<file path="config.mk">
export PLATFORM = sky130hd
export DESIGN_NAME = adder_seq_ctrl
export DESIGN_NICKNAME = d
export VERILOG_FILES = /design/src/rtl/adder_seq_ctrl_pkg.sv /design/src/rtl/adder_beh_dff.sv /design/src/rtl/adder_seq_ctrl.sv
export SDC_FILE = /design/constraint.sdc
export NUM_CORES = 1
export LEC_CHECK = 0
export ABC_AREA = 1
export ABC_CLOCK_PERIOD_IN_PS = 11050
export CORE_AREA = 2 2 108 110
export CTS_CLUSTER_DIAMETER = 150
export DETAILED_ROUTE_END_ITERATION = 10
export DIE_AREA = 0 0 110 112
export HOLD_SLACK_MARGIN = 0.05
export PLACE_DENSITY = 0.84
export REMOVE_ABC_BUFFERS = 1
export SLEW_MARGIN = 5
export SYNTH_ARGS = -nofsm -noshare
export SYNTH_HDL_FRONTEND = slang
export SYNTH_HIERARCHICAL = 1
export SYNTH_SLANG_ARGS = --single-unit
</file>
<file path="constraint.sdc">
create_clock -name clk -period 11.05 [get_ports clk]
set_input_delay 3.315 -clock clk [delete_from_list [all_inputs] [get_ports clk]]
set_output_delay 3.315 -clock clk [all_outputs]
set_load 0.03 [all_outputs]
</file>
<file path="src/rtl/adder_seq_ctrl_pkg.sv">
// rtl/adder_seq_ctrl_pkg.sv - shared encodings and helpers for the multi-byte add sequencer
package adder_seq_ctrl_pkg;

    localparam logic [1:0] IDLE  = 2'd0;
    localparam logic [1:0] RUN   = 2'd1;
    localparam logic [1:0] FLUSH = 2'd2;

    localparam int SLICE_W = 8;

    typedef enum logic [1:0] {
        S_IDLE  = IDLE,
        S_RUN   = RUN,
        S_FLUSH = FLUSH
    } state_t;

    function automatic int idx_width(input int n);
        return (n > 1) ? $clog2(n) : 1;
    endfunction

endpackage

</file>
<file path="src/rtl/adder_beh_dff.sv">
// rtl/adder_beh_dff.sv - registered 8-bit adder, one-clock latency, no reset
module adder_beh_dff
    import adder_seq_ctrl_pkg::*;
(
    input  logic               clk,
    input  logic [SLICE_W-1:0] din1,
    input  logic [SLICE_W-1:0] din2,
    input  logic               cin,
    output logic [SLICE_W-1:0] dout,
    output logic               cout
);

    always_ff @(posedge clk) begin
        {cout, dout} <= {1'b0, din1} + {1'b0, din2} + {{SLICE_W{1'b0}}, cin};
    end

endmodule

</file>
<file path="src/rtl/adder_seq_ctrl.sv">
// rtl/adder_seq_ctrl.sv - wide add sequencer issuing LSB-first byte slices to the shared registered adder
module adder_seq_ctrl
    import adder_seq_ctrl_pkg::*;
#(
    parameter  int NBYTES = 4,
    localparam int W      = SLICE_W * NBYTES
) (
    input  logic         clk,
    input  logic         rst,
    input  logic         start,
    input  logic [W-1:0] a,
    input  logic [W-1:0] b,
    input  logic         cin,
    output logic         busy,
    output logic         done,
    output logic [W-1:0] sum,
    output logic         cout
);

    localparam int               IDX_W    = idx_width(NBYTES);
    localparam logic [IDX_W-1:0] LAST_IDX = IDX_W'(NBYTES - 1);

    state_t             state, state_nxt;
    logic [IDX_W-1:0]   idx, idx_prev;
    logic [W-1:0]       a_reg, b_reg, res_reg, res_done;
    logic               cin_reg;
    logic [SLICE_W-1:0] din1, din2, add_dout;
    logic               add_cin, add_cout;

    adder_beh_dff u_adder (
        .clk  (clk),
        .din1 (din1),
        .din2 (din2),
        .cin  (add_cin),
        .dout (add_dout),
        .cout (add_cout)
    );

    always_ff @(posedge clk or posedge rst) begin
        if (rst) begin
            state <= S_IDLE;
        end else begin
            state <= state_nxt;
        end
    end

    always_comb begin
        state_nxt = state;
        din1      = '0;
        din2      = '0;
        add_cin   = 1'b0;
        idx_prev  = idx - IDX_W'(1);
        res_done  = res_reg;
        res_done[(NBYTES-1)*SLICE_W +: SLICE_W] = add_dout;
        case (state)
            S_IDLE: begin
                if (start) state_nxt = S_RUN;
            end
            S_RUN: begin
                din1 = a_reg[int'(idx)*SLICE_W +: SLICE_W];
                din2 = b_reg[int'(idx)*SLICE_W +: SLICE_W];
                // slice 0 takes the host carry; later slices chain the adder's registered carry
                add_cin = (idx == '0) ? cin_reg : add_cout;
                if (idx == LAST_IDX) state_nxt = S_FLUSH;
            end
            S_FLUSH: state_nxt = S_IDLE;
            default: state_nxt = S_IDLE;
        endcase
    end

    always_ff @(posedge clk or posedge rst) begin
        if (rst) begin
            idx     <= '0;
            busy    <= 1'b0;
            done    <= 1'b0;
            sum     <= '0;
            cout    <= 1'b0;
            a_reg   <= '0;
            b_reg   <= '0;
            cin_reg <= 1'b0;
            res_reg <= '0;
        end else begin
            done <= 1'b0;
            case (state)
                S_IDLE: begin
                    if (start) begin
                        a_reg   <= a;
                        b_reg   <= b;
                        cin_reg <= cin;
                        idx     <= '0;
                        busy    <= 1'b1;
                    end
                end
                S_RUN: begin
                    // adder output lags one cycle, so this edge captures the previous slice
                    if (idx != '0) res_reg[int'(idx_prev)*SLICE_W +: SLICE_W] <= add_dout;
                    if (idx != LAST_IDX) idx <= idx + IDX_W'(1);
                end
                S_FLUSH: begin
                    res_reg <= res_done;
                    sum     <= res_done;
                    cout    <= add_cout;
                    done    <= 1'b1;
                    busy    <= 1'b0;
                end
                default: ;
            endcase
        end
    end

endmodule

</file>
==> results of run 1 <==
logic make-up after synthesis:
family                     after synthesis
and+or+nand+nor                        408
DFF                                    137
xor gates and xnor gates                 3
adders and majority gates               15
AOI/OAI and AO/OA                       96
buffers and inverters                  130
metal layers:
layer	share of wire, %	up-vias	track usage, %
met5	0	-	0
li1	-	2598	-
met4	1.8	0	8.439
met2	50	145	38.61
met1	43	2427	31.69
met3	4.8	27	4.567
placed cells by master, fill, tap and decap left out, drive strengths merged:
cell,count
ha,13
clkdlybuf4s50,102
a211oi,1
nand4,2
xnor2,2
nand3,39
clkinvlp,2
buf,3
nor2,100
bufinv,3
inv,97
fa,2
dfxtp,9
dfrtp,128
clkbuf,20
o21ai,12
nand3b,2
clkinv,8
xor2,1
nand2,263
a21oi,83
or2,2
metrics by stage:
| step | area [µm²] | util (%) | hold WS, ps |
|---|---|---|---|
| 2_1_floorplan | 6111 | - | 442.2 |
| 3_3_place_gp | 7343 | 65.71 | 455.4 |
| 3_5_place_dp | 7343 | 65.71 | 465.0 |
| 4_1_cts | 7931 | 70.98 | 471.9 |
| 5_1_grt | 7931 | 70.98 | 492.2 |
| 6_report | 7931 | 70.98 | 471.0 |
final cells by class:
cell class | count | area, µm² | area share [%]
Timing Repair Buffer | 105 | 1044 | 13.16
Clock buffer | 20 | 436.7 | 5.506
Inverter | 98 | 370.4 | 4.670
Clock inverter | 12 | 151.4 | 1.909
Sequential cell | 137 | 3383 | 42.66
Multi-Input combinational cell | 522 | 2367 | 29.85
Tap cell | 143 | 178.9 | 2.256
power by group through the flow:
stage	combinational [µW]	sequential (µW)	clock, µW
floorplan	702	904	0
global placement	1060	823	0
detailed placement	1090	832	0
CTS	1110	825	566
global route	1260	847	593
finish	1110	825	565
worst min path at each step:
| stage | endpoint | cells past startpoint |
|---|---|---|
| after floorplan | sum[0] | 2 |
| after global placement | sum[0] | 2 |
| after detailed placement | sum[19] | 2 |
| after CTS | cout | 2 |
| after global routing | sum[7] | 2 |
| final | cout | 2 |
worst max-delay path: stages:
cell             delay [ps]
clkdlybuf4s50_1         490
nand3_4                 310
buf_4                   770
nand2_1                 200
o21ai_0                 200
==> flow_metrics.py, run 1 <==
metrics = {
    "status": {
        "status": "completed",
    },
    "drt": {
        "vias": 5197,
        "drc": 0,
        "detail_route.vias_per_cell": 5.012,
        "drt_pass1_iterations": 5,
        "antenna_left": 0,
        "totalWireLength_mm": 13.43,
        "first_iter_violations": 306,
        "wl_per_cell_um": 12.95,
    },
    "setup_path": {
        "crit_path_end": "idx[1]",
        "crit_path_start": "start",
        "worstSetupEndpointType": "flip-flop",
        "start_kind": "input port",
        "reg2reg_to": "u_adder/cout",
        "required_ps": 11360,
        "arrival_ps": 5300,
        "reg2reg_depth": 12,
        "critPathKind": "in -> reg",
        "r2r_slack_ps": 7040,
        "r2r_start": "idx[1]",
        "cp_max_fo": 103,
    },
    "place": {
        "portBuffers": 102,
        "place_ws_ps": 5657,
        "dp_cells": 1005,
        "dp_hpwl_mm": 8.660,
        "routabilityCongestion": 0.8112,
    },
    "floorplanning": {
        "die_area_um2": 12320,
        "core_region_area_um2": 11170,
        "initial_core_util_pct": 56.22,
        "die_w_um": 110,
        "die_y_um": 112,
        "pin_count": 103,
        "num_rows": 39,
    },
    "pwr": {
        "intPower_uw": 1483,
        "finalPower_uw": 2495,
        "p_sw_share_pct": 40.57,
        "p_seq_share_pct": 33.1,
        "pwr_density_cell_nw_per_um2": 314.5,
        "ir_worst_vdd_mv": 0.1638,
        "pwr-share-clk_pct": 22.6,
        "p_sw_uw": 1012,
        "pwr-share-comb_pct": 44.3,
        "power_leakage_uw": 0.004137,
    },
    "sta": {
        "max_freq_mhz": 200.5,
        "worstMarginPinSlew_ps": 979.3,
        "worst_slack_ps": 6061,
        "hold_viol": 0,
        "finalCritPeriodShare_pct": 45.15,
        "period_minus_slack_ps": 4989,
        "setup_tns_ps": 0,
        "rsz0062_at_grt": "no",
        "relSlewSlack_pct": 34.71,
        "slew_violations": 0,
        "setup_viol": 0,
        "finClkSkew_ps": 12.33,
    },
    "grt": {
        "grt_pass1_wl_mm": 23.07,
        "grt_pass1_vias": 5130,
        "antenna_found_initial": 0,
        "grt_usage_pct": 23.75,
        "grt_overflow": 0,
        "grt_max_degree": 104,
    },
    "synthesis": {
        "ys_seq_area_share_pct": 53.85,
        "synth_top_family_by_area": "simple AND/OR/NAND/NOR gates",
        "synth_cell_types": 26,
        "synth_cells": 789,
        "synth-edff-count": 0,
        "netlist_top_cells_area": "dfrtp_1 51%, nand2_1 15%, a21oi_1 6.6%",
        "synth_area_per_cell_um2": 7.962,
        "yosys.area_share.simple_pct": 26.23,
        "synth.most_common_cell": "nand2_1",
        "async_flop_share_pct": 93.43,
        "synthMuxAreaShare_pct": 0,
        "yosys.area.top_type": "dfrtp_1",
        "yosysWarningCount": 6,
        "synth-xor-area-share_pct": 0.4182,
        "synth_top_cell_area_share_pct": 50.99,
        "netlist_top_cells_count": "256 x nand2_1, 128 x dfrtp_1, 98 x nor2_1, 92 x inv_1, 83 x a21oi_1",
        "synth-compound-area-share_pct": 7.688,
        "ys_ff_latch": 137,
        "synth_fa_ha_area_share_pct": 3.226,
        "synth-main-ff-cell": "dfrtp_1",
        "synth_area_um2": 6282,
    },
    "cts": {
        "cts_max_level": 4,
        "ctsRootBufferMaster": "clkbuf_16",
        "cts_made_buffers": 17,
        "cts_tree": "built",
        "clk_pin_slew_ps": 60,
        "postCtsHoldBufs": 0,
        "max-clock-path-buffers": 2,
        "ctsResizeCount": 0,
        "clk_latency_ps": 410,
        "postCtsSetupBuffers": 0,
        "clock-sinks": 137,
    },
    "final_layout": {
        "nNetsFinal": 964,
        "n_fill_cell": 864,
        "drive_gt1_share_pct": 5.817,
        "area_delta_synth_final_pct": 26.25,
        "antenna_cells": 0,
        "final_cells": 1037,
    },
    "min_path": {
        "hp-class": "reg -> reg",
        "hp-start": "u_adder/cout",
    },
    "job": {
        "maxCapViolCount": 0,
    },
}
Note: power is estimated with default switching activity, not from simulation.
==> run 2: changes to the inputs <==
--- a/config.mk
+++ b/config.mk
@@ -6,13 +6,13 @@
 export NUM_CORES = 1
 export LEC_CHECK = 0
 export ABC_AREA = 1
-export ABC_CLOCK_PERIOD_IN_PS = 11050
-export CORE_AREA = 2 2 108 110
+export ABC_CLOCK_PERIOD_IN_PS = 4300
+export CORE_AREA = 2 2 118 120
 export CTS_CLUSTER_DIAMETER = 150
 export DETAILED_ROUTE_END_ITERATION = 10
-export DIE_AREA = 0 0 110 112
+export DIE_AREA = 0 0 120 122
 export HOLD_SLACK_MARGIN = 0.05
-export PLACE_DENSITY = 0.84
+export PLACE_DENSITY = 0.75
 export REMOVE_ABC_BUFFERS = 1
 export SLEW_MARGIN = 5
 export SYNTH_ARGS = -nofsm -noshare
==> constraint.sdc (replaced) <==
create_clock -name clk -period 4.3 [get_ports clk]
set_input_delay 1.29 -clock clk [delete_from_list [all_inputs] [get_ports clk]]
set_output_delay 1.29 -clock clk [all_outputs]
set_load 0.03 [all_outputs]
==> run 2 against run 1 <==
Compared with the run above:
- combinational power grew to 2.6 times the previous value
- design area grew 1.9%
- register-to-register slack worse by 5700 ps
- largest cell class unchanged
- sequential power rose to 2.5 times the previous value
- worst hold slack better by 2.1 ps
- clock skew decreased by 6.8 ps
- largest power group unchanged
==> flow_metrics.py, run 2 (synthesis results as in run 1) <==
metrics = {
    "sta": {
        "finClkSkew_ps": 5.512,
        "slew_violations": 0,
        "worst_slack_ps": 1350,
        "setup_viol": 0,
        "hold_viol": 0,
        "period_minus_slack_ps": 2950,
        "max_freq_mhz": 339.0,
        "relSlewSlack_pct": 42.18,
        "rsz0062_at_grt": "no",
        "finalCritPeriodShare_pct": 68.60,
        "worstMarginPinSlew_ps": 864.3,
    },
    "setup_path": {
        "cp_slowest_stage_delay_ps": 520,
        "critPathKind": "reg -> reg",
        "start_kind": "flip-flop",
        "crit_path_start": "idx[0]",
        "slowest_stage": "inv_2",
        "crit_path_end": "u_adder/dout[6]",
        "reg2reg_depth": 13,
        "worstSetupEndpointType": "flip-flop",
        "r2r_slack_ps": 1350,
        "cpMostUsedCell": "nand2_1",
        "reg2reg_to": "u_adder/dout[6]",
        "r2r_start": "idx[0]",
        "cp_max_fo": 37,
        "arrival_ps": 3250,
        "required_ps": 4600,
        "crit_chain": "inv_2 -> ha_1 -> inv_1 -> nor2_1 -> a211oi_1 -> fa_1 -> fa_1 -> nand2_1 -> nand2_1 -> nand3b_4 -> nand2_1 -> nand2_1 -> nand2_1",
    },
    "final_layout": {
        "area_delta_synth_final_pct": 28.70,
        "n_fill_cell": 1180,
        "drive_gt1_share_pct": 6.243,
        "final_common_cell": "nand2_1",
        "layout_common_cells": "256 x nand2_1, 128 x dfrtp_1, 102 x clkdlybuf4s50_1",
        "antenna_cells": 0,
        "final_util_pct": 59.87,
        "nNetsFinal": 968,
        "final_area_um2": 8085,
    },
    "floorplanning": {
        "num_rows": 43,
        "die_y_um": 122,
        "die_area_um2": 14640,
        "initial_core_util_pct": 46.52,
        "die_w_um": 120,
        "pin_count": 103,
        "core_region_area_um2": 13500,
    },
    "place": {
        "place_ws_ps": 1155,
        "portBuffers": 102,
        "dp_hpwl_mm": 9.024,
        "routabilityCongestion": 0.8444,
        "dpl-instance-area_um2": 7432,
    },
    "grt": {
        "antenna_found_initial": 0,
        "grt_pass1_wl_mm": 23.36,
        "grt_usage_pct": 20.33,
        "grt_max_degree": 57,
        "grt_pass1_vias": 4983,
        "grt_overflow": 0,
    },
    "cts": {
        "cts_made_buffers": 17,
        "clk_pin_slew_ps": 60,
        "max-clock-path-buffers": 2,
        "clk_latency_ps": 420,
        "postCtsHoldBufs": 0,
        "ctsRootBufferMaster": "clkbuf_16",
        "postCtsSetupBuffers": 0,
        "ctsResizeCount": 0,
        "clock-sinks": 137,
        "cts_max_level": 4,
        "cts_tree": "built",
    },
    "pwr": {
        "power_leakage_uw": 0.004199,
        "pwr_density_cell_nw_per_um2": 811.8,
        "finalPower_uw": 6563,
        "ir_worst_vdd_mv": 0.4122,
    },
    "drt": {
        "antenna_left": 0,
        "wl_per_cell_um": 12.68,
        "first_iter_violations": 317,
        "vias": 5213,
        "drt_pass1_iterations": 4,
        "drc": 0,
        "detail_route.vias_per_cell": 4.840,
        "totalWireLength_mm": 13.66,
    },
    "status": {
        "status": "completed",
    },
    "job": {
        "maxCapViolCount": 0,
    },
    "min_path": {
        "hp-class": "reg -> reg",
    },
}
[run 2: changes by cell type in the layout (fill, tap and decap cells not counted), moves of 2 or more]
cell	change
clkinvlp_4	-2
clkinv_4	-3
buf_4	+3
bufinv_16	+2
clkbuf_8	+4
[run 2: cell type report]
| cell class | count | area, µm² | share of cell area, % |
|---|---|---|---|
| clock inverter | 8 | 165.2 | 2.043 |
| sequential | 137 | 3383 | 41.84 |
| multi-input combinational | 522 | 2367 | 29.28 |
| inverter | 98 | 370.4 | 4.581 |
| timing repair buffer | 109 | 1086 | 13.43 |
| tap | 180 | 225.2 | 2.786 |
| clock buffer | 23 | 488.0 | 6.035 |
[run 2: per-stage QoR]
stage	instances	setup TNS, ps	hold slack, ps
finish	1077	0	473.1
CTS	1077	0	479.3
global route	1077	0	495.6
detailed placement	1046	0	463.6
floorplan	757	-51540	442.2
global placement	1046	0	456.8
[run 2: layer usage]
metal  routed length (µm)  GRT usage (%)  vias to the layer above
li1                     -              -                     2615
met1                 6250          26.51                     2456
met2                 6689          33.77                      127
met3                  520          4.354                       15
met4                  199          6.985                        0
met5                    0              0                        -
[run 2: critical path: cells and delay by family, from the launching register on]
| kind | cells | cell delay, ps |
|---|---|---|
| AO/OA/AOI/OAI | 1 | 70 |
| adder cells (fa/ha/maj) | 3 | 1210 |
| buffers and inverters | 2 | 600 |
| flip-flops | 1 | 390 |
| AND/OR/NAND/NOR | 7 | 570 |
[run 2: worst min path at each step]
stage / from / to / slack (ps) / cells past startpoint
detailed placement: sum[12] / sum[12] / 460 / 2
global placement: res_reg[11] / sum[11] / 460 / 2
global route: sum[21] / sum[21] / 500 / 2
CTS: sum[12] / sum[12] / 480 / 2
finish: sum[12] / sum[12] / 470 / 2
floorplan: res_reg[0] / sum[0] / 440 / 2
[run 2: where the power goes]
| part | internal [µW] | switching (µW) | total (µW) | leakage (µW) |
|---|---|---|---|---|
| registers | 1850 | 238 | 2090 | 0.00162 |
| clock network | 1080 | 511 | 1600 | 0.000323 |
| logic | 1070 | 1810 | 2880 | 0.00225 |
| total | 4000 | 2560 | 6560 | 0.00420 |
